### config.mk
export PLATFORM = sky130hd
export DESIGN_NAME = led_framebuffer_flat
export DESIGN_NICKNAME = d
export VERILOG_FILES = /design/src/rtl/led_framebuffer_if.sv /design/src/rtl/led_framebuffer.sv /design/src/flat_wrapper.sv
export SDC_FILE = /design/constraint.sdc
export NUM_CORES = 2
export LEC_CHECK = 0
export CORE_ASPECT_RATIO = 2
export CORE_MARGIN = 2
export CORE_UTILIZATION = 30
export CTS_BUF_LIST = sky130_fd_sc_hd__clkbuf_2 sky130_fd_sc_hd__clkbuf_4 sky130_fd_sc_hd__clkbuf_8
export DETAILED_ROUTE_END_ITERATION = 7
export REMOVE_ABC_BUFFERS = 1
export SLEW_MARGIN = 20
export SYNTH_ARGS = -nofsm -noshare
export SYNTH_HDL_FRONTEND = slang
export SYNTH_SLANG_ARGS = --single-unit
export TNS_END_PERCENT = 30
### constraint.sdc
create_clock -name clk -period 4.2 [get_ports clk]
set_clock_uncertainty 0.2 [all_clocks]
set_input_delay 0.63 -clock clk [delete_from_list [all_inputs] [get_ports clk]]
set_output_delay 0.63 -clock clk [all_outputs]
set_load 0.03 [all_outputs]
### src/rtl/led_framebuffer_if.sv
// Pixel link and scan-read bundle for the HUB75 framebuffer.
// master = MCU link plus scan driver, slave = framebuffer.
interface led_framebuffer_if #(
   parameter int COLS = 32,
   parameter int ROWS = 16
);
   localparam int RW = $clog2(ROWS / 2);
   localparam int CW = $clog2(COLS);

   logic          wr_valid;
   logic          wr_sof;
   logic [2:0]    wr_data;
   logic          wr_ready;
   logic          rd_en;
   logic [RW-1:0] rd_row;
   logic [CW-1:0] rd_col;
   logic [2:0]    rd_top;
   logic [2:0]    rd_bot;
   logic          rd_valid;

   modport master (
      output wr_valid, wr_sof, wr_data,
      output rd_en, rd_row, rd_col,
      input  wr_ready, rd_top, rd_bot, rd_valid
   );

   modport slave (
      input  wr_valid, wr_sof, wr_data,
      input  rd_en, rd_row, rd_col,
      output wr_ready, rd_top, rd_bot, rd_valid
   );
endinterface

### src/rtl/led_framebuffer.sv
// Double-buffered 32x16 RGB store; banks swap only on frame_done.
// Define FB_TEST_PATTERN_EN to show colour bars until the first swap.
module led_framebuffer #(
   parameter int COLS = 32,
   parameter int ROWS = 16
) (
   input  logic           clk,
   input  logic           areset,
   led_framebuffer_if.slave bus,
   input  logic           frame_done,
   output logic           swap_pending,
   output logic           front_sel
);
   localparam int PAIRS = ROWS / 2;
   localparam int DEPTH = PAIRS * COLS;
   localparam int NPIX  = ROWS * COLS;
   localparam int PW    = $clog2(NPIX);
   localparam int AW    = $clog2(DEPTH);

   typedef enum logic {FILL, FULL} state_t;

   state_t        state, state_n;
   logic [PW-1:0] wr_ptr, ptr_n;
   logic          pend_n, front_n;
   logic          wr_fire, swap;
   logic [PW-1:0] wa;
   logic          w_bot;
   logic [AW-1:0] widx, ridx;

   logic [2:0] mem_top [2*DEPTH];
   logic [2:0] mem_bot [2*DEPTH];

   assign bus.wr_ready = (state == FILL);
   assign wr_fire = bus.wr_valid && bus.wr_ready && areset;
   assign swap = (state == FULL) && frame_done && swap_pending;

   // Raster pointer folds onto the row-pair index; upper half goes to bottom array.
   assign wa    = bus.wr_sof ? '0 : wr_ptr;
   assign w_bot = (wa >= PW'(DEPTH));
   assign widx  = AW'(w_bot ? wa - PW'(DEPTH) : wa);
   assign ridx  = AW'(bus.rd_row) * AW'(COLS) + AW'(bus.rd_col);

   always_ff @(posedge clk) begin
      if (!areset) begin
         state        <= FILL;
         wr_ptr       <= '0;
         swap_pending <= 1'b0;
         front_sel    <= 1'b0;
      end else begin
         state        <= state_n;
         wr_ptr       <= ptr_n;
         swap_pending <= pend_n;
         front_sel    <= front_n;
      end
   end

   always_comb begin
      state_n = state;
      ptr_n   = wr_ptr;
      pend_n  = swap_pending;
      front_n = front_sel;
      unique case (state)
         FILL: begin
            if (bus.wr_valid) begin
               if (bus.wr_sof) begin
                  ptr_n = PW'(1);
               end else if (wr_ptr == PW'(NPIX - 1)) begin
                  ptr_n   = '0;
                  pend_n  = 1'b1;
                  state_n = FULL;
               end else begin
                  ptr_n = wr_ptr + PW'(1);
               end
            end
         end
         FULL: begin
            if (swap) begin
               front_n = ~front_sel;
               pend_n  = 1'b0;
               state_n = FILL;
            end
         end
         default: state_n = FILL;
      endcase
   end

   always_ff @(posedge clk) begin
      if (wr_fire) begin
         if (w_bot) mem_bot[{~front_sel, widx}] <= bus.wr_data;
         else       mem_top[{~front_sel, widx}] <= bus.wr_data;
      end
   end

`ifdef FB_TEST_PATTERN_EN
   logic       pat_en;
   logic [4:0] pcol;

   assign pcol = 5'(bus.rd_col);

   always_ff @(posedge clk) begin
      if (!areset)   pat_en <= 1'b1;
      else if (swap) pat_en <= 1'b0;
   end

   always_ff @(posedge clk) begin
      if (!areset) begin
         bus.rd_valid <= 1'b0;
         bus.rd_top   <= '0;
         bus.rd_bot   <= '0;
      end else begin
         bus.rd_valid <= bus.rd_en;
         if (bus.rd_en && pat_en) begin
            bus.rd_top <= pcol[4:2];
            bus.rd_bot <= ~pcol[4:2];
         end else if (bus.rd_en) begin
            bus.rd_top <= mem_top[{front_sel, ridx}];
            bus.rd_bot <= mem_bot[{front_sel, ridx}];
         end
      end
   end
`else
   always_ff @(posedge clk) begin
      if (!areset) begin
         bus.rd_valid <= 1'b0;
         bus.rd_top   <= '0;
         bus.rd_bot   <= '0;
      end else begin
         bus.rd_valid <= bus.rd_en;
         if (bus.rd_en) begin
            bus.rd_top <= mem_top[{front_sel, ridx}];
            bus.rd_bot <= mem_bot[{front_sel, ridx}];
         end
      end
   end
`endif
endmodule

### src/flat_wrapper.sv
// flat-port wrapper written by rule: the top's interface ports become plain ports
module led_framebuffer_flat 
#(
   parameter int COLS = 32,
   parameter int ROWS = 16
)
  (clk, areset, frame_done, swap_pending, front_sel, bus_wr_valid, bus_wr_sof, bus_wr_data, bus_rd_en, bus_rd_row, bus_rd_col, bus_wr_ready, bus_rd_top, bus_rd_bot, bus_rd_valid);
  led_framebuffer_if #(.COLS(COLS), .ROWS(ROWS)) bus_i ();
  input  logic clk;
  input  logic areset;
  input  logic frame_done;
  output logic swap_pending;
  output logic front_sel;
  input wire logic [$bits(bus_i.wr_valid)-1:0] bus_wr_valid;
  input wire logic [$bits(bus_i.wr_sof)-1:0] bus_wr_sof;
  input wire logic [$bits(bus_i.wr_data)-1:0] bus_wr_data;
  input wire logic [$bits(bus_i.rd_en)-1:0] bus_rd_en;
  input wire logic [$bits(bus_i.rd_row)-1:0] bus_rd_row;
  input wire logic [$bits(bus_i.rd_col)-1:0] bus_rd_col;
  output wire logic [$bits(bus_i.wr_ready)-1:0] bus_wr_ready;
  output wire logic [$bits(bus_i.rd_top)-1:0] bus_rd_top;
  output wire logic [$bits(bus_i.rd_bot)-1:0] bus_rd_bot;
  output wire logic [$bits(bus_i.rd_valid)-1:0] bus_rd_valid;
  assign bus_i.wr_valid = bus_wr_valid;
  assign bus_i.wr_sof = bus_wr_sof;
  assign bus_i.wr_data = bus_wr_data;
  assign bus_i.rd_en = bus_rd_en;
  assign bus_i.rd_row = bus_rd_row;
  assign bus_i.rd_col = bus_rd_col;
  assign bus_wr_ready = bus_i.wr_ready;
  assign bus_rd_top = bus_i.rd_top;
  assign bus_rd_bot = bus_i.rd_bot;
  assign bus_rd_valid = bus_i.rd_valid;
  led_framebuffer #(.COLS(COLS), .ROWS(ROWS)) u_core (.clk(clk), .areset(areset), .bus(bus_i), .frame_done(frame_done), .swap_pending(swap_pending), .front_sel(front_sel));
endmodule
After elaboration in Yosys (flattened, before gate mapping)
Memories as Yosys holds them, arrays and structs flattened. A register that Yosys moved wholly into a read port is not among the register bits.
Index checks and enable logic that the tools add are counted.

cells by class
  $add $sub $neg = 3
  $mul = 0
  div/mod/pow operators = 0
  order comparisons = 1
  equal/unequal tests = 5
  shift operators = 0
  multiplexer cells = 20
  bitwise operators = 2
  reductions and logical operators = 9

operators by type and width
  operator             count
  $mux 9               3
  $mux 1               14
  $add 9x1->9 const B  1
  $eq 9x9->1 const B   1
  $ge 9x9->1 const B   1
  $add 8x5->8          1
  $mux 8               1
  $ne 2x2->1 const B   4
  $sub 8x1->8 const B  1
  $logic_and 1x1->1    4
  $pmux 1 s2           2
  $reduce_and 2->1     2
  $reduce_and 4->1     1
  $logic_not 1->1      2
  $not 1->1            2

word-level totals
  flip-flop bits (word level) = 13
  bits in latches = 0
  memory bits (writable) = 3072
  ROM bits = 0
  logic and storage cells = 47
  memories = 2

memories
  name            words  bits a word  read ports  clocked after memory_dff  wr ports  line                   source
  u_core.mem_bot  512    3            1           1                         1         led_framebuffer.sv:31  logic [2:0] mem_bot [2*DEPTH];
  u_core.mem_top  512    3            1           1                         1         led_framebuffer.sv:30  logic [2:0] mem_top [2*DEPTH];

Longest topological paths before layout
  depth after elaboration = 5
  mapped depth = 14

Worst setup path before layout
Ideal clock, no wire load.

  path type = input port to flip-flop
  start = input port bus_rd_col[1]
  end = register u_core.bus.rd_top[0] (read register of u_core.mem_top)
  arrival = 2916 ps
  required time = 3872 ps
  slack = 956 ps
  stages on the path = 11
  buffers on the path = 5
  path through = buf_2 buf_2 buf_2 buf_2 buf_2 mux4_1 mux4_2 a32oi_1 nand4_1 a32oi_1 o41ai_2

on the way
  cells in the longest elaborated chain, start to end = 1

ends and longest elaborated chain
  element             line                      source
  start: declaration  flat_wrapper.sv:19        input wire logic [$bits(bus_i.rd_col)-1:0] bus_rd_col;
  $add 8x5->8         led_framebuffer.sv:41     assign ridx = AW'(bus.rd_row) * AW'(COLS) + AW'(bus.rd_col);
  end: declaration    led_framebuffer_if.sv:30  output wr_ready, rd_top, rd_bot, rd_valid

Every way passes these cells.
A chain may end at the register's enable or synchronous reset.

Worst setup path after layout
  start = register u_core.front_sel
  end = output port front_sel

RTL lines
  element                   line                   source
  start: declaration        led_framebuffer.sv:12  output logic front_sel
  start signal: assignment  led_framebuffer.sv:53  front_sel <= front_n;
  end: declaration          flat_wrapper.sv:13     output logic front_sel;

No word-level cell between the ends.

==> out/qor.csv <==
metric,value,unit
routability cong.,0.840,
WL final,358000,um
crit path capture type,output pin,
initial antenna violation count,6,
Worst Tran Pin Value,1200,ps
cell family with most CP delay,flip-flops,
Final Setup Violations,0,
First DRT Iteration DRCs,6212,
# IOs,27,
# DRC,0,
CP peak stage delay,820,ps
Clock Path Buffers,4,
core area,410000,um^2
sequential-to-total area share from yosys stat,0.750,
final hold vios,0,
"commonest non-fill, non-tap cell in the layout",edfxtp_1,
CP max-delay cell,dfxtp_1,
Synth Register Bits,3091,
CTS tree,done,
row count,333,
"Hold-fix buffers, CTS",2,
setup TNS,0,ps
final worst hold slack,23.5,ps
htree depth,5,
P_leak,42.4,nW
HP Class,input pin to register,
Post-CTS Setup Inserts,0,
post-CTS resize count,0,
outcome,finished clean,
DR pass1 iterations,8,
Pins Over Slew Limit,0,
crit start category,register,
most frequently used flop master after synthesis,edfxtp_1,
dpl ws,-193,ps
WP data required,3370,ps
fillers,38400,
"top cells by area, synth","edfxtp_1 (75%), mux4_2 (14%), nor2_1 (3.4%), mux2i_1 (1.4%), nand2_1 (0.90%)",
DIE HEIGHT,911,um
CTS root buffer,clkbuf_8,
WP buf/inv,1,
number of buffers created by CTS,382,
"Clk pin slew, worst setup/hold paths",70,ps
Final Non-Filler Cells,12500,
Switching Share,0.224,
P&R area growth vs syn,13.4,%
max cap viols,0,
gr usage total,0.167,
most frequent cells in the layout,"edfxtp_1 (3072), nor2_1 (1105), mux4_2 (786), clkbuf_8 (393), buf_4 (304)",
CP Class,register to output pin,
sequential standard cell area,92600,um^2
Overflow after GRT,0,
fraction of layout cells with a size suffix above 1,0.262,
DR vias,64000,
DPL Wire Length,228000,um
nets@finish,6797,
Initial Utilization,0.301,
drt wl/cell,28.7,um
Psw,13.3,mW
crit-path max FO,13,
number of flops mapped to enable cells by yosys,3072,
global-route wire length before repair,502000,um
Antenna Violating Nets Remaining,0,
Vias/cell,5.14,
Pint,46.2,mW
die area,417000,um^2
Syn Std Cell Area,123000,um^2
post-synth top area share,0.747,
Tot Pwr,59.5,mW
post-layout minimum cycle time,3490,ps
placed cells,11800,
synth unique cells,71,
CTS sink count,3091,
"area leader, netlist",edfxtp_1,
fmax,287,MHz
Clock Power Share,0.375,
synthesized instance count,6447,
vias in the first global route,69300,
RSZ-0062 raised after global routing,no,
Power Dens Cells,425,nW/um^2
min setup slack post-route,715,ps
Yosys Warn Count,0,
footprint of the multi-input gates,28400,um^2
WP data arrival,2660,ps
"critical path, cell by cell",clkdlybuf4s50_1,
pin count of the biggest net entering global routing,207,
port bufs,26,
Die Wd,458,um
Max-slew headroom,0.195,
Worst-Skew Late Latency,1030,ps
combinational fraction of design power,0.055,
Max VDD drop,0.000259,V
Async SR Flop Fraction,0,
fin crit share,0.830,
sequential share of power,0.570,
average size of a mapped cell,19.2,um^2
## power groups by stage
stage	registers [mW]	logic (mW)	clock network (mW)
finish	33.9	3.25	22.3
global route	33.9	3.38	23.8
CTS	33.9	3.28	22.7
detailed placement	34.6	3.27	0
global placement	34.6	3.23	0
floorplan	34.6	1.21	0
## path summary, 6_finish.rpt
path	from	slack, ps	cells after the start	to
worst max-delay path	u_core.front_sel	710	1	front_sel
worst min-delay path	bus_wr_data[1]	20	2	u_core.mem_bot[286][1]
worst max register to register	u_core.mem_bot[20][2]	840	7	u_core.bus.rd_bot[2]
worst min register to register	u_core.wr_ptr[8]	320	2	u_core.wr_ptr[8]
## layer usage
layer,track usage,vias to the layer above,routed length (um)
met1,0.165,34000,114000
met4,0.105,2,25100
met3,0.0200,802,18600
li1,-,26500,-
met5,0,-,13
met2,0.324,2611,200000
## cell usage after synthesis, types with 3 or more instances
master	instances
a31oi_1	19
o221ai_1	40
clkbuf_1	224
nand2b_1	10
nand2_1	296
nor3_1	33
nor2b_1	9
nand4_1	10
mux4_1	10
o22ai_1	54
buf_6	50
buf_8	5
a32oi_1	8
a311oi_1	7
or3_1	5
a211oi_1	17
o21ai_0	39
a21o_1	3
buf_2	96
a221o_1	3
a2111oi_0	9
nand3_1	60
buf_12	4
buf_1	63
xor2_1	4
inv_1	7
nor3b_1	8
edfxtp_1	3072
o31a_1	3
o32ai_1	6
buf_4	36
a211o_1	3
a311o_1	3
a22oi_1	10
or4_1	5
o211ai_1	5
mux2_2	7
mux2i_1	175
and2_1	10
nor2_1	1106
mux4_2	786
a21oi_1	44
and3_1	19
nor4_1	7
dfxtp_1	19
## state kept, by name (all words and copies together), names as in the netlist
| register | flops |
|---|---|
| u_core.bus.rd_top | 3 |
| u_core.front_sel | 1 |
| u_core.mem_top | 1536 |
| u_core.mem_bot | 1536 |
| u_core.swap_pending | 1 |
| u_core.wr_ptr | 9 |
| u_core.bus.rd_valid | 1 |
| u_core.state | 1 |
| u_core.bus.rd_bot | 3 |
## worst reg2reg max path, cell delays in order, from the launching register on
cell and delay (ps):
edfxtp_1 390, mux4_2 480, mux4_2 480, nor2_1 360, a31o_2 210, a211oi_1 80
a2111oi_0 860, o32ai_1 150
## per-stage QoR
step / utilization / instance area, um^2
floorplan: - / 121000
global placement: 0.322 / 132000
detailed placement: 0.322 / 132000
CTS: 0.341 / 140000
global route: 0.341 / 140000
finish: 0.341 / 140000
## cell families after synthesis
kind of cell	after synthesis	synth area share
xor gates and xnor gates	6	0.000426
and+or+nand+nor	1585	0.0512
DFF	3091	0.750
muxes	978	0.160
adders and majority gates	2	0.000203
AOI/OAI and AO/OA	297	0.0168
buffers and inverters	488	0.0209
## final cells by class
cell class                 count  area share
antenna                        5   0.0000894
clock buffer                 483      0.0435
clock inverter               209      0.0117
inverter                      10    0.000393
multi-input combinational   2868       0.203
sequential                  3091       0.662
tap                         5360      0.0479
timing repair buffer         425      0.0319
Power figures use the tool's default switching activity.
